<file path="config.mk">
export PLATFORM = sky130hd
export DESIGN_NAME = bin_maxpool
export DESIGN_NICKNAME = d
export VERILOG_FILES = /design/src/rtl/bin_acc_pkg.sv /design/src/rtl/bin_pool_row.sv /design/src/rtl/bin_maxpool.sv
export SDC_FILE = /design/constraint.sdc
export NUM_CORES = 1
export LEC_CHECK = 0
export ABC_AREA = 1
export CAP_MARGIN = 40
export CORE_MARGIN = 2
export CORE_UTILIZATION = 30
export DETAILED_ROUTE_END_ITERATION = 6
export PLACE_DENSITY = 0.55
export SLEW_MARGIN = 20
export SYNTH_ARGS = -nofsm -noshare
export SYNTH_HDL_FRONTEND = slang
export SYNTH_SLANG_ARGS = --single-unit
</file>
<file path="constraint.sdc">
create_clock -name clk -period 1.5 [get_ports clk]
set_input_delay 0.45 -clock clk [delete_from_list [all_inputs] [get_ports clk]]
set_output_delay 0.45 -clock clk [all_outputs]
set_load 0.1 [all_outputs]
</file>
<file path="src/rtl/bin_acc_pkg.sv">
// Shared constants, header field layout and FSM encoding for the binary max-pool engine.
package bin_acc_pkg;

    localparam int ADDR_W_DEF = 12;
    localparam int DATA_W_DEF = 16;

    // Header word that explicitly ends a stream; also written after the last record.
    localparam logic [15:0] TERM_WORD = 16'h00FF;

    // Position of the row count N inside a header word.
    localparam int N_LSB = 0;
    localparam int N_MSB = 4;
    localparam int N_W   = N_MSB - N_LSB + 1;

    // Each state names the kind of word present on the read-data bus in that cycle.
    typedef enum logic [4:0] {
        S_IDLE = 5'b00001,
        S_HDR  = 5'b00010,
        S_ROWA = 5'b00100,
        S_ROWB = 5'b01000,
        S_TERM = 5'b10000
    } state_t;

endpackage

</file>
<file path="src/rtl/bin_pool_row.sv">
// 2x2 stride-2 binary max of two rows; pooled bits at index half and above are zero.
module bin_pool_row
    import bin_acc_pkg::*;
#(
    parameter int DATA_W = DATA_W_DEF
) (
    input  logic [DATA_W-1:0] row_a,
    input  logic [DATA_W-1:0] row_b,
    input  logic [N_W-1:0]    half,
    output logic [DATA_W-1:0] pooled
);

    // OR each 2x2 window; only the first half columns of the pooled word carry data.
    always_comb begin
        // NOTE: assigning a default before any conditional write keeps this block free of latches.
        pooled = '0;
        for (int j = 0; j < DATA_W / 2; j++) begin
            if (j < int'(half)) begin
                pooled[j] = row_a[2*j] | row_a[2*j+1] | row_b[2*j] | row_b[2*j+1];
            end
        end
    end

endmodule

</file>
<file path="src/rtl/bin_maxpool.sv">
// Streams header/row records from the conv SRAM, pools row pairs and writes the
// pooled records plus a terminator word into the result SRAM.
module bin_maxpool
    import bin_acc_pkg::*;
#(
    parameter int ADDR_W = ADDR_W_DEF,
    parameter int DATA_W = DATA_W_DEF
) (
    input  logic              clk,
    input  logic              reset_b,
    input  logic              dut_run,
    output logic              dut_busy,
    output logic [ADDR_W-1:0] pool_sram_read_address,
    input  logic [DATA_W-1:0] sram_pool_read_data,
    output logic [ADDR_W-1:0] pool_sram_write_address,
    output logic [DATA_W-1:0] pool_sram_write_data,
    output logic              pool_sram_write_enable
);

    state_t            state;
    state_t            state_nxt;
    logic [DATA_W-1:0] row_a;
    logic [N_W-1:0]    half;
    logic [N_W-1:0]    pair_cnt;
    logic [N_W-1:0]    n_field;
    logic              hdr_term;
    logic              pair_last;
    logic [DATA_W-1:0] pooled;
    logic              wr_en_nxt;
    logic [DATA_W-1:0] wr_data_nxt;

    // The address is issued from IDLE onward, so the word on the bus in HDR is already the header.
    assign n_field   = sram_pool_read_data[N_MSB:N_LSB];
    assign hdr_term  = (sram_pool_read_data == DATA_W'(TERM_WORD)) || n_field[0] ||
                       (n_field < N_W'(2)) || (32'(n_field) > 32'(DATA_W));
    assign pair_last = (pair_cnt == half - 1'b1);

    bin_pool_row #(
        .DATA_W (DATA_W)
    ) u_pool (
        .row_a  (row_a),
        .row_b  (sram_pool_read_data),
        .half   (half),
        .pooled (pooled)
    );

    // State register.
    always_ff @(posedge clk) begin
        if (reset_b) begin
            state <= S_IDLE;
        end else begin
            // NOTE: registered state uses non-blocking assignment so every flop samples pre-edge values.
            state <= state_nxt;
        end
    end

    // Next-state decode; a run request is only looked at in IDLE.
    always_comb begin
        state_nxt = state;
        unique case (state)
            S_IDLE:  if (dut_run) state_nxt = S_HDR;
            S_HDR:   state_nxt = hdr_term ? S_TERM : S_ROWA;
            S_ROWA:  state_nxt = S_ROWB;
            S_ROWB:  state_nxt = pair_last ? S_HDR : S_ROWA;
            S_TERM:  state_nxt = S_IDLE;
            default: state_nxt = S_IDLE;
        endcase
    end

    // Next write strobe/data: header (or terminator) from HDR, pooled word from ROWB.
    always_comb begin
        wr_en_nxt   = 1'b0;
        wr_data_nxt = pool_sram_write_data;
        unique case (state)
            S_HDR: begin
                wr_en_nxt   = 1'b1;
                wr_data_nxt = hdr_term ? DATA_W'(TERM_WORD) : DATA_W'(n_field >> 1);
            end
            S_ROWB: begin
                wr_en_nxt   = 1'b1;
                wr_data_nxt = pooled;
            end
            default: ;
        endcase
    end

    // Output registers, address counters, row buffer and pair counter.
    always_ff @(posedge clk) begin
        if (reset_b) begin
            dut_busy                <= 1'b0;
            pool_sram_read_address  <= '0;
            pool_sram_write_address <= '0;
            pool_sram_write_data    <= '0;
            pool_sram_write_enable  <= 1'b0;
            row_a                   <= '0;
            half                    <= '0;
            pair_cnt                <= '0;
        end else begin
            dut_busy               <= (state_nxt != S_IDLE);
            pool_sram_write_enable <= wr_en_nxt;
            pool_sram_write_data   <= wr_data_nxt;

            // Both addresses park at 0 whenever the engine is (or is about to be) idle.
            if (state_nxt == S_IDLE) begin
                pool_sram_read_address  <= '0;
                pool_sram_write_address <= '0;
            end else begin
                pool_sram_read_address <= pool_sram_read_address + 1'b1;
                if (pool_sram_write_enable) begin
                    pool_sram_write_address <= pool_sram_write_address + 1'b1;
                end
            end

            if (state == S_HDR && !hdr_term) begin
                half     <= n_field >> 1;
                pair_cnt <= '0;
            end
            if (state == S_ROWA) begin
                row_a <= sram_pool_read_data;
            end
            if (state == S_ROWB) begin
                pair_cnt <= pair_cnt + 1'b1;
            end
        end
    end

endmodule

</file>
==> impl_metrics.ini <==
[detailed_routing]
vias = 2774
drc_errors = 0
avgViaCountPerCell = 4.481
wire_per_inst_um = 11.46
drtIter0Drc = 81
drt_wl_total_mm = 7.091
dr.pass1.iters = 4
ant_nets = 0

[min_path]
hold_start = sram_pool_read_data[1]
holdPathStages = 3
hp-class = primary input to flip-flop
hold_end = half[0]

[synth]
synthTopCellsByArea = dfxtp_1 43%, nor2_1 8.2%, nand2_1 7.6%, inv_1 5.5%, o21ai_0 5.3%
yosysUniqueCellTypes = 35
yosys.area.top_type = dfxtp_1
ys.flop_type = dfxtp_1
syn_area_per_cell_sq_um = 7.535
synth-edff-count = 0
synth_area_sq_um = 3014
yosysSeqAreaShare = 0.4251
async_flop_share = 0
synth_warnings = 0
netlist_instances = 400
synth_seq_cells = 64
synth_top_area_share = 0.4251

[cts]
root_buffer = clkbuf_8
cts_made_buffers = 9
clk_transition_reported_paths_ns = 0.07
htree_levels = 3
clk_latency_ns = 0.33
cts_tree = built
ctsHoldBuffers = 0
clock_sinks = 64
cts.path.max_buffers = 2

[cells_and_area]
area_growth_pct = 49.07
nFillCells = 951
layout-drive-gt1-share = 0.2634
num_antenna_cells = 0
nets = 507
postLayoutCellArea_sq_um = 4493

[status]
status = finished clean

[sta]
finalSetupViolations = 0
maxSlewViolCount = 0
finalCriticalPeriod_ns = 1.394
fin_tns_setup_ns = 0
fin_crit_sh = 0.9290
hold_viol_final = 0
rsz0062_at_grt = true
fin_skew_ns = 0.01411
fmax_mhz = 717.6

[global_route]
grt_use_total = 0.1404
grt_overflow_total = 0
grt_pass1_wl_mm = 12.51
first_global_vias = 2766
antenna_found_initial = 0
grt_max_degree = 31

[setup_path]
r2r_end = state[2]
cpMaxStageDelayCell = clkdlybuf4s50_1
cp.arrival_ns = 1.62
critPathKind = primary input to flip-flop
end_kind = flip-flop
critPathMaxFanout = 7
crit_path_start_kind = primary input
critPathRequiredTime_ns = 1.73
reg2reg_from = half[0]
cpPeakStageDelay_ns = 0.40
crit_chain = clkdlybuf4s50_1 -> inv_1 -> nand4_1 -> nand2_2 -> nand2_4 -> nand2_4 -> o21ai_1 -> nand2_1 -> inv_1
ff2ff_path_depth = 10
reg2reg_slack_ns = 0.13

[floorplanning]
pin_count = 61
die_h_um = 104.2
start_util = 0.3084
die_x_um = 104.2
core_area_sq_um = 9774
dieArea_sq_um = 10860
core.rowCount = 36

[placed_design]
hpwl_mm = 5.071
io_buffers = 52
gp_congestion = 0.7924
dpl_cell_area_sq_um = 4228

[power]
ir_worst_vdd_uv = 431.2
power.total_w = 0.003833
leakagePower_nw = 1.924
p_per_area_nw_per_um2 = 853.1

[flow_run]
drv_cap = 0
routing by layer:
layer / wire length, um / share of wire / global-route usage
met5: 0 / 0 / 0
met4: 105 / 0.015 / 0.05888
met3: 393 / 0.055 / 0.04386
met2: 3329 / 0.47 / 0.2340
met1: 3263 / 0.46 / 0.1669
cell usage in the layout (no fill, tap or decap), types with 3 or more instances in the layout:
cell             instances
o21ai_1                  5
xor2_1                  11
dfxtp_1                 39
nor2_2                   6
ha_1                     6
nand4_1                  4
nor4_1                   3
nand4_2                  4
dfxtp_2                 15
buf_12                  36
conb_1                   8
clkbuf_8                11
nand2_1                 60
nor2_1                  63
xnor2_1                  6
buf_4                   26
dlymetal6s2s_1           4
a21oi_1                 24
nand3_1                 26
nand3b_1                 3
inv_1                   42
dfxtp_4                 10
inv_2                    3
clkdlybuf4s50_1         14
o21ai_0                 31
flip-flops by register name, indices dropped and copies added, names as in the netlist:
register / count
pool_sram_write_data: 8
state: 5
pool_sram_write_enable: 1
pair_cnt: 5
pool_sram_read_address: 12
half: 4
dut_busy: 1
pool_sram_write_address: 12
row_a: 16
cell families after synthesis:
family	Yosys count	share of synthesized area
xor gates and xnor gates	17	0.04940
AOI/OAI and AO/OA	65	0.1108
DFF	64	0.4251
buffers and inverters	64	0.1000
adders and majority gates	7	0.02906
and+or+nand+nor	182	0.2844
other	1	0.001244
synthesized netlist by cell type, types with 2 or more instances:
cell,instances
nor2_2,3
nand4_2,4
o21ai_1,4
buf_6,3
inv_1,44
a21oi_1,26
nand2_1,61
xnor2_1,6
ha_1,7
nor4_1,3
o21ai_0,32
nand3b_1,3
nor2_1,66
nand3_1,27
nand2_4,2
clkbuf_1,4
xor2_1,11
dfxtp_1,64
nor3b_1,2
nand4_1,4
buf_4,10
stage by stage:
stage          hold slack (ns)  worst slack, ns  std cells    util
2_1_floorplan           0.4301         0.006819        407       -
3_5_place_dp            0.4435          -0.4280        600  0.4325
6_report                0.4427           0.1065        619  0.4597
3_3_place_gp            0.4424          -0.3640        600  0.4325
5_1_grt                 0.4477         -0.01152        619  0.4597
4_1_cts                 0.4545         0.001354        617  0.4542
report_power, final:
group          internal (W)  leakage, nW  switching (W)  total (W)
Sequential          0.00171        0.532      0.0000296    0.00174
Clock              0.000859        0.104       0.000659    0.00152
Combinational      0.000202         1.29       0.000370   0.000572
worst max-delay path by stage:
| stage | startpoint | endpoint | slack [ns] |
|---|---|---|---|
| floorplan | pool_sram_write_address[4] | pool_sram_write_address[11] | 0.007 |
| global placement | sram_pool_read_data[2] | pool_sram_write_data[5] | -0.36 |
| detailed placement | sram_pool_read_data[2] | half[0] | -0.43 |
| CTS | sram_pool_read_data[2] | half[0] | 0.001 |
| global route | state[4] | pool_sram_write_data[4] | -0.01 |
| finish | sram_pool_read_data[0] | pool_sram_write_data[5] | 0.11 |
worst max-delay path: cells and delay by family:
family	cells	cell delay, ns
and+or+nand+nor	5	0.56
buffers and inverters	3	0.54
AOI/OAI and AO/OA	1	0.07
final cells by class:
class / count / area (sq um) / share of cell area
Clock inverter: 3 / 41.29 / 0.009190
Clock buffer: 13 / 158.9 / 0.03537
Multi-Input combinational cell: 280 / 1506 / 0.3353
Tap cell: 133 / 166.4 / 0.03704
Inverter: 46 / 176.4 / 0.03926
Sequential cell: 64 / 1338 / 0.2977
Timing Repair Buffer: 80 / 1106 / 0.2462
repair_timing:
item / CTS / global route
pin swaps: 1 / 9
gates resized for setup: 2 / 15
setup endpoints to repair: 8 / 13
setup buffers: 0 / 2
endpoints found under the hold margin: 0 / 0
gates cloned: 1 / 0
(Power assumes the default switching activity.)
